$ cat src/rtl/vmem_writer.sv
// Write-side master for the video memory: STREAM fills the frame from a pixel stream, FILL paints a clipped rectangle.
// Latency: a write appears on mem_* one cycle after its pixel is accepted (STREAM) or generated (FILL); done lasts one cycle.
// Backpressure: cmd_ready only in IDLE, pix_ready only in STREAM; the memory side never stalls.
module vmem_writer #(
  parameter int          H_RES     = 320,
  parameter int          V_RES     = 240,
  parameter logic [31:0] BASE_ADDR = 32'd0
) (
  input  logic        clk,
  input  logic        reset,
  input  logic        cmd_valid,
  output logic        cmd_ready,
  input  logic        cmd_op,
  input  logic [15:0] cmd_x0,
  input  logic [15:0] cmd_y0,
  input  logic [15:0] cmd_w,
  input  logic [15:0] cmd_h,
  input  logic [7:0]  cmd_color,
  input  logic        pix_valid,
  input  logic [7:0]  pix_data,
  output logic        pix_ready,
  output logic [31:0] mem_addr,
  output logic        mem_wren,
  output logic [31:0] mem_data,
  output logic        busy,
  output logic        done
);

  localparam logic [31:0] HRES32 = 32'(H_RES);
  localparam logic [16:0] HRES17 = 17'(H_RES);
  localparam logic [16:0] VRES17 = 17'(V_RES);
  localparam logic [15:0] XLAST  = 16'(H_RES - 1);
  localparam logic [15:0] YLAST  = 16'(V_RES - 1);

  typedef enum logic [1:0] {IDLE, STREAM, FILL, DONE} state_t;

  state_t      state, state_n;
  logic [15:0] x, x_n, y, y_n, x0, x0_n;
  logic [16:0] xe, xe_n, ye, ye_n;
  logic [7:0]  color, color_n;
  logic [31:0] row_base, row_n;
  logic        wren_d;
  logic [31:0] addr_d, data_d;

  // Clipping uses 17-bit sums so 16'hFFFF operands cannot wrap past the frame edge.
  logic [16:0] x_sum, y_sum, xe_c, ye_c, x_inc, y_inc;
  logic        fill_empty;
  logic [31:0] pix_addr;

  assign x_sum      = {1'b0, cmd_x0} + {1'b0, cmd_w};
  assign y_sum      = {1'b0, cmd_y0} + {1'b0, cmd_h};
  assign xe_c       = (x_sum > HRES17) ? HRES17 : x_sum;
  assign ye_c       = (y_sum > VRES17) ? VRES17 : y_sum;
  assign fill_empty = (cmd_w == 16'd0) || (cmd_h == 16'd0) ||
                      ({1'b0, cmd_x0} >= HRES17) || ({1'b0, cmd_y0} >= VRES17);
  assign x_inc      = {1'b0, x} + 17'd1;
  assign y_inc      = {1'b0, y} + 17'd1;
  assign pix_addr   = row_base + 32'(x);

  // cmd_ready is held low while reset is asserted and rises once it is released.
  assign cmd_ready = (state == IDLE) && reset;
  assign pix_ready = (state == STREAM);
  assign busy      = (state != IDLE);
  assign done      = (state == DONE);

  // State register; reset abandons any command in flight.
  always_ff @(posedge clk or negedge reset) begin
    if (!reset) state <= IDLE;
    else        state <= state_n;
  end

  // Next state, walker advance and the write to be registered onto mem_*.
  always_comb begin
    state_n = state;
    x_n     = x;
    y_n     = y;
    x0_n    = x0;
    xe_n    = xe;
    ye_n    = ye;
    color_n = color;
    row_n   = row_base;
    wren_d  = 1'b0;
    addr_d  = mem_addr;
    data_d  = mem_data;
    case (state)
      IDLE: begin
        if (cmd_valid && cmd_ready) begin
          if (!cmd_op) begin
            state_n = STREAM;
            x_n     = 16'd0;
            y_n     = 16'd0;
            row_n   = BASE_ADDR;
          end else begin
            x0_n    = cmd_x0;
            xe_n    = xe_c;
            ye_n    = ye_c;
            color_n = cmd_color;
            x_n     = cmd_x0;
            y_n     = cmd_y0;
            // Constant-coefficient product seeds the row accumulator once per command.
            row_n   = BASE_ADDR + 32'(cmd_y0) * HRES32;
            state_n = fill_empty ? DONE : FILL;
          end
        end
      end
      STREAM: begin
        if (pix_valid) begin
          wren_d = 1'b1;
          addr_d = pix_addr;
          data_d = {24'd0, pix_data};
          if (x == XLAST) begin
            x_n   = 16'd0;
            y_n   = y + 16'd1;
            row_n = row_base + HRES32;
            if (y == YLAST) state_n = DONE;
          end else begin
            x_n = x + 16'd1;
          end
        end
      end
      FILL: begin
        wren_d = 1'b1;
        addr_d = pix_addr;
        data_d = {24'd0, color};
        if (x_inc == xe) begin
          x_n   = x0;
          y_n   = y + 16'd1;
          row_n = row_base + HRES32;
          if (y_inc == ye) state_n = DONE;
        end else begin
          x_n = x + 16'd1;
        end
      end
      DONE: state_n = IDLE;
      default: state_n = IDLE;
    endcase
  end

  // Walker registers and the registered memory port.
  always_ff @(posedge clk or negedge reset) begin
    if (!reset) begin
      x        <= 16'd0;
      y        <= 16'd0;
      x0       <= 16'd0;
      xe       <= 17'd0;
      ye       <= 17'd0;
      color    <= 8'd0;
      row_base <= 32'd0;
      mem_wren <= 1'b0;
      mem_addr <= 32'd0;
      mem_data <= 32'd0;
    end else begin
      x        <= x_n;
      y        <= y_n;
      x0       <= x0_n;
      xe       <= xe_n;
      ye       <= ye_n;
      color    <= color_n;
      row_base <= row_n;
      mem_wren <= wren_d;
      mem_addr <= addr_d;
      mem_data <= data_d;
    end
  end

endmodule

$ cat config.mk
export PLATFORM = sky130hd
export DESIGN_NAME = vmem_writer
export DESIGN_NICKNAME = d
export VERILOG_FILES = /design/src/rtl/vmem_writer.sv
export SDC_FILE = /design/constraint.sdc
export NUM_CORES = 1
export LEC_CHECK = 0
export ABC_CLOCK_PERIOD_IN_PS = 3800
export CAP_MARGIN = 30
export CORE_MARGIN = 8
export CORE_UTILIZATION = 32
export DETAILED_ROUTE_END_ITERATION = 10
export PLACE_DENSITY_LB_ADDON = 0.25
export SLEW_MARGIN = 10
export SYNTH_ARGS = -nofsm -noshare
export SYNTH_HDL_FRONTEND = slang
export SYNTH_SLANG_ARGS = --single-unit
$ cat constraint.sdc
create_clock -name clk -period 3.8 [get_ports clk]
set_input_delay 0.76 -clock clk [delete_from_list [all_inputs] [get_ports clk]]
set_output_delay 0.76 -clock clk [all_outputs]
set_load 0.005 [all_outputs]
* Word level (Yosys, flattened, before mapping)
Index checks and enable logic that the tools add are counted.
** Word-level totals
- Input bits :: 85
- Output and inout port bits :: 69
- Flip-flop bits (word level) :: 189
- Logic and storage cells :: 88
** Operators by class
- Muxes and demuxes :: 35
- Equality and inequality tests :: 13
- Reductions and logical operators :: 16
- Add/sub/neg operators :: 8
- Multipliers :: 1
- Order comparisons :: 4
** Operator list (count)
- 32-bit two-way mux :: 6
- 16-bit two-way mux :: 10
- 32-bit case mux with 2 select lines :: 2
- 16-bit case mux with 3 select lines :: 2
- 32-bit case mux with 3 select lines :: 1
- 16-bit by 1-bit adder with 17-bit output (second input constant) :: 2
- 16-bit by 16-bit adder with 17-bit output :: 2
- 17-bit == test :: 2
- 17-bit two-way mux :: 2
- 16-bit by 1-bit adder with 16-bit output (second input constant) :: 2
- 32-bit by 16-bit adder with 32-bit output :: 1
- 32-bit by 9-bit adder with 32-bit output (second input constant) :: 1
- 16-bit logical NOT :: 2
- 25-bit two-way mux :: 1
- 16-bit by 3-bit multiplier with 19-bit output (second input constant) :: 1
- 17-bit by 8-bit greater-than comparator with 1-bit output (second input constant) :: 1
- 17-bit by 9-bit greater-than comparator with 1-bit output (second input constant) :: 1
- 16-bit by 8-bit == test with 1-bit output (second input constant) :: 1
- 16-bit by 9-bit == test with 1-bit output (second input constant) :: 1
- 16-bit by 8-bit >= comparator with 1-bit output (second input constant) :: 1
- 16-bit by 9-bit >= comparator with 1-bit output (second input constant) :: 1
- 2-bit two-way mux :: 7
- 2-bit case mux with 4 select lines :: 1
- 2-bit by 1-bit inequality test with 1-bit output (second input constant) :: 3
- other kinds (14) :: 23

* Depth between registers and ports, before layout
- Depth after elaboration :: 8
- Mapped depth :: 13
- Depth with buffers taken out :: 12

* Worst setup path before layout
No wires, ideal clock.
- Kind :: input port to flip-flop
- From :: input cmd_y0[0]
- To :: register ye[4]
- Arrival time :: 3.252 ns
- Library setup time :: 0.121 ns
- Slack :: 0.427 ns
- Stages on the path :: 10
- Cells stage by stage :: ha_1 > fa_1 > a211oi_1 > o21bai_1 > a21oi_1 > xor2_1 > nor4_1 > or3_1 > or4_1 > o22a_1
** Between the ends
- Word-level cells in the longest chain between the ends :: 3
** RTL lines
- from (decl) :: line 15 : input logic [15:0] cmd_y0,
- 16-bit by 16-bit adder with 17-bit output (*) :: line 51 : assign y_sum = {1'b0, cmd_y0} + {1'b0, cmd_h};
- 17-bit by 8-bit greater-than comparator with 1-bit output :: line 53 : assign ye_c = (y_sum > VRES17) ? VRES17 : y_sum;
- 17-bit two-way mux (*) :: line 53
- to (signal assigned) :: line 157 : ye <= ye_n;
- to (decl) :: line 39 : logic [16:0] xe, xe_n, ye, ye_n;
Mark *: on every way between the ends. The rest lies on a longest branch, timed or not.
A chain may end at the register's enable or synchronous reset.

* Worst setup path in the final report
- From :: input cmd_y0[0]
- To :: register ye[2]
The elaborated chain is that of the path after synthesis.

==> impl_metrics.yaml <==
outcome:
  status: "finished, final reports clean"
worst_setup_path:
  slowest_stage: "or4b_2"
  crit_top_cell: "o21ai_0"
  crit_cells: 11
  cp.required_ps: 4110
  r2r_cells: 9
  rr_endpoint: "y[2]"
  critical_path.top_delay_family: "compound AO/OA/AOI/OAI gates"
  crit_buf_inv: 1
  critPathLaunchType: "input pin"
  critical_path_class: "in -> reg"
  critPathArrivalTime_ps: 3910
  rrSetupSlack_ps: 310
  r2r-start: "x[4]"
  slowest_delay_ps: 660
  cp-end-kind: "flip-flop"
  crit_chain: "clkdlybuf4s50_1, ha_1, fa_1, a211oi_2, o21ai_0, a221oi_1, o21ai_0, or4b_2, nand3_1, nor4_4, a22o_1"
  crit_fanout: 7
global_routing:
  grt_pass1_vias: 11225
  track_usage_pct: 17.3
  antenna_found_initial: 0
  grt_start_max_net_pins: 62
  grt_first_pass_wirelength_mm: 62.6
  grt-ovfl-total: 0
yosys:
  syn_inst: 1433
  synth_top_area_share_pct: 33.0
  yosys.cell_types.count: 76
  syn_avg_cell_area_um2: 8.40
  dominantRegCellSynth: "dfrtp_1"
  synth_commonest_cells: "nand2_1, dfrtp_1, o21ai_0"
  async_reset_ff_share_pct: 100
  synth_seq_cells: 159
  yosys-top-cells-area: "dfrtp_1, ha_1, nand2_1, o21ai_0, xnor2_1"
  synth_area_leader_cell: "dfrtp_1"
  synth_edf_count: 0
  synth.cell_area_um2: 12000
  yosys_warnings: 0
  ys_seq_area_share_pct: 33.0
  yosysMostFrequentCell: "nand2_1"
final_layout:
  n_antenna_cell: 0
  syn2layout_area_growth_pct: 23.7
  layout.nets: 1758
  fin_area_um2: 14900
  n_fill_cell: 3795
  fin_util_pct: 39.8
  drive_above_1_share_pct: 10.1
floorplanning:
  ios: 154
  fp.dieH_um: 210
  die-area_um2: 44100
  rows: 71
  start_util_pct: 32.2
  core_um2: 37400
  die_w_um: 210
clock_tree:
  clock_latency_ps: 430
  clock_sinks: 159
  cts_buffers: 17
  cts_root_buffer: "clkbuf_16"
  path_clk_slew_ps: 60
  clk_path_buf_depth: 2
  postCtsHoldBufs: 0
  cts_htree_levels: 4
  tritoncts: "built"
worst_hold_path:
  hold_class: "in -> async"
timing:
  fin_hold_ws_ps: 353
  tightest_slew_ps: 766
  setup_ws_ps: 206
  finalHoldViolCount: 0
  fin_worst_skew_ps: 11.6
  grt_setup_unrepaired: "false"
  slew_headroom_pct: 47.9
  fin_crit_ps: 3590
  fin_crit_sh_pct: 94.6
  finalSetupViolCount: 0
  max_freq_ghz: 0.278
  drv_slew: 0
route:
  wl_per_cell_um: 17.9
  antenna_left: 0
  wl_mm: 37.8
  drt-pass1-iter-count: 7
  route.vias.total: 11230
  drc: 0
  avgViaCountPerCell: 5.30
  drtIter0Drc: 878
place:
  hpwl_mm: 29.0
  gp_congestion: 0.851
  io_buffer_count: 129
  place_area_um2: 14300
  dpl_worst_slack_ps: -390
pwr:
  peakVddDrop_uv: 362
  power_density_nw_per_um2: 718
  leakagePower_uw: 0.00630
  total_power_uw: 10700
flow_run:
  maxCapViolCount: 0
## per-stage QoR
stage | TNS [ps] | instances
5_1_grt | 0 | 2117
3_5_place_dp | -3040 | 2085
2_1_floorplan | 0 | 1456
3_3_place_gp | -2490 | 2085
6_report | 0 | 2117
4_1_cts | 0 | 2117
## layer usage
layer | vias up | GRT usage [%] | share of wire [%]
met2 | 262 | 27.7 | 46
met5 | - | 0 | 0
met3 | 28 | 2.63 | 4.6
li1 | 5510 | - | -
met4 | 0 | 3.62 | 1.3
met1 | 5430 | 24.5 | 49
## report_power, final
| group | internal (uW) | leakage [uW] | total [uW] | switching [uW] |
|---|---|---|---|---|
| Sequential | 2370 | 0.00198 | 3120 | 751 |
| Combinational | 2600 | 0.00403 | 5790 | 3180 |
| Clock | 1070 | 0.000288 | 1790 | 721 |
| Total | 6040 | 0.00630 | 10700 | 4660 |
## worst max-delay path by stage
stage               startpoint    end  slack [ps]
floorplan            cmd_y0[0]  ye[4]         430
global placement     cmd_y0[0]  ye[7]        -320
detailed placement   cmd_y0[0]  ye[7]        -390
CTS                  cmd_y0[0]  ye[6]          50
global route         cmd_y0[0]  ye[2]          50
finish               cmd_y0[0]  ye[2]         210
## sequential cells by signal, summed over array words and instances, names as in the netlist, 8 cells and up
signal / count
mem_addr: 32
row_base: 26
x: 16
y: 16
mem_data: 8
x0: 16
xe: 17
ye: 17
color: 8
## cells in the final DEF (no fill, tap or decap), types with 30 or more instances in the layout
cell type,synthesis,final
nand2_1,225,225
dfrtp_1,159,159
clkdlybuf4s50_1,0,128
o21ai_0,103,103
buf_4,33,93
nor2_1,81,81
ha_1,77,76
a21oi_1,58,58
xnor2_1,50,50
nor3_1,43,43
xor2_1,38,38
nand3_1,37,37
inv_1,31,31
nor4_1,30,30
## layout make-up
cell class              instances  area [um2]  share of cell area (%)
clock inverters                 9         133                   0.890
repair buffers                224        2030                    13.6
flip-flops and latches        159        3980                    26.7
inverters                      32         120                   0.806
multi-input cells            1159        7530                    50.5
well taps                     511         639                    4.29
clock buffers                  23         468                    3.14
## logic make-up after synthesis
family / count (synthesis) / synth area share [%]
simple gates: 577 / 23.7
compound gates: 366 / 20.5
flops: 159 / 33.0
buf+inv: 138 / 5.49
xor+xnor: 91 / 6.97
fa+ha+maj: 80 / 8.50
mux: 21 / 1.81
other cells: 1 / 0.0311
## worst reg2reg max path, cell delays in order, from the launching register on
cell and delay [ps]:
dfrtp_1 510, nand3_2 360, or3_1 460, a221oi_1 310, o221ai_1 220, nor4_2 400, a31oi_4 400, buf_4 340
nor4b_1 300, a211o_1 150
## timing repair
| action | 4_1_cts | 5_1_grt |
|---|---|---|
| endpoints found under the setup margin | 0 | 8 |
| resized for setup | 0 | 2 |
| buffers inserted | 0 | 0 |
No activity file was read; power rests on OpenSTA's default activity.
==> variant (config.mk and constraints unchanged) <==
Take the reset off `mem_addr` and load it in a clocked block of its own.
--- a/src/rtl/vmem_writer.sv
+++ b/src/rtl/vmem_writer.sv
@@ -149,3 +149,2 @@
       mem_wren <= 1'b0;
-      mem_addr <= 32'd0;
       mem_data <= 32'd0;
@@ -160,3 +159,2 @@
       mem_wren <= wren_d;
-      mem_addr <= addr_d;
       mem_data <= data_d;
@@ -165,2 +163,6 @@
 
+  always_ff @(posedge clk) begin
+    mem_addr <= addr_d;
+  end
+
 endmodule
Check against the original RTL: differs if reset is asserted again (counterexample within 4 cycles, from zero or initial values and one cycle with reset low); with reset held inactive, the same outputs for 4 cycles.
==> variant against the unedited design <==
- sequential cell count stayed put
- global-route usage is 0.17 points lower
- final area is 2.5% lower
- critical endpoint is now ye[7]
- largest cell class unchanged
- sequential share of layout area is 1.8 points higher
- critical path depth is 2 higher
- setup slack better by 150 ps
- die area is 1.0% lower
- area after synthesis is 1.1% lower
- routed wire length is 0.47% lower
Power is not compared: it rests on default switching activity, and its combinational part moved more than twofold at a synthesized area within 25%.
==> variant: results <==
[status]
status = "finished, final reports clean"

[global_route]
grt_pass1_wl_mm = 60.4
globalRouteTotalUtil_pct = 17.1
grt_max_degree = 70

[layout]
nets = 1664
layout-drive-gt1-share_pct = 8.99
layout.cells.non_filler = 1980
n_antenna_cell = 0
fillers = 3694

[yosys]
synth_edf_count = 32
synth.distinct_cells = 82
netlist_instances = 1362
yosys-top-cells-area = "dfrtp_1 27%, ha_1 8.1%, edfxtp_1 8.1%"
ys_seq_area_share_pct = 34.8
yosys-top-cells-count = "191 x nand2_1, 127 x dfrtp_1, 77 x ha_1"

[worst_setup_path]
arrival_ps = 3770
slowest_delay_ps = 450
regToRegStartpoint = "x[3]"
crit_family = "compound AO/OA/AOI/OAI gates"
r2r_slack_ps = 400
critPathMaxFanout = 8
cp_slowest_cell = "clkdlybuf4s50_1"

[placement]
io_buffers = 129
detailed_place_hpwl_mm = 28.3
dp_slack_ps = -59.3
dp_cells = 1947
place_congestion = 0.874
placed_area_sq_um = 13900

[clock_network]
clk_latency_ps = 460

[drt]
first_pass_iters = 5
first_iter_violations = 854
dr_total_vias = 10700

[timing]
whs_ps = 313
max_slew.worst_pin.slew_ps = 746
fin_skew_ps = 14.9

[pwr]
peakVddDrop_v = 0.000327
-- variant: cell types whose count changed after synthesis, sizes merged, moves of 8 or more --
| cell | unedited run | this run |
|---|---|---|
| o21ai | 106 | 79 |
| nor3 | 43 | 27 |
| a21oi | 59 | 67 |
| dfrtp | 159 | 127 |
| o21a | 13 | 1 |
| nand2 | 225 | 191 |
| edfxtp | 0 | 32 |
| nor2 | 81 | 66 |
| a211oi | 27 | 18 |
| nand3 | 40 | 56 |
| xnor2 | 50 | 68 |
| nand4 | 22 | 34 |
-- variant: cell families after synthesis --
logic type,after synthesis,synth area share (%)
muxes,23,2.00
adders and majority gates,80,8.60
buffers and inverters,143,5.67
xor gates and xnor gates,104,8.01
DFF,159,34.8
AOI/OAI and AO/OA,322,18.5
other,1,0.0315
and+or+nand+nor,530,22.4
-- variant: layout make-up --
| cell class | instances | area, sq um | area share, % |
|---|---|---|---|
| repair buffers | 200 | 1870 | 12.9 |
| flip-flops and latches | 159 | 4140 | 28.5 |
| inverters | 38 | 143 | 0.982 |
| well taps | 468 | 586 | 4.03 |
| clock buffers | 17 | 425 | 2.93 |
| clock inverters | 15 | 170 | 1.17 |
| multi-input cells | 1083 | 7200 | 49.5 |
-- variant: routing by layer --
metal	vias up	track usage, %	share of wire, %
li1	5232	-	-
met5	-	0	0
met4	0	4.93	1.8
met1	5192	23.2	47
met2	285	27.8	46
met3	39	2.77	4.5
-- variant: worst max-delay path by stage --
stage | startpoint | slack (ps) | end | cells past startpoint
floorplan | cmd_y0[0] | 490 | ye[4] | 10
detailed placement | cmd_x0[4] | -60 | xe[6] | 10
CTS | cmd_y0[0] | 390 | ye[7] | 13
global route | cmd_y0[1] | 180 | row_base[21] | 14
finish | cmd_y0[0] | 360 | ye[7] | 13
global placement | cmd_y0[0] | -10 | ye[7] | 13
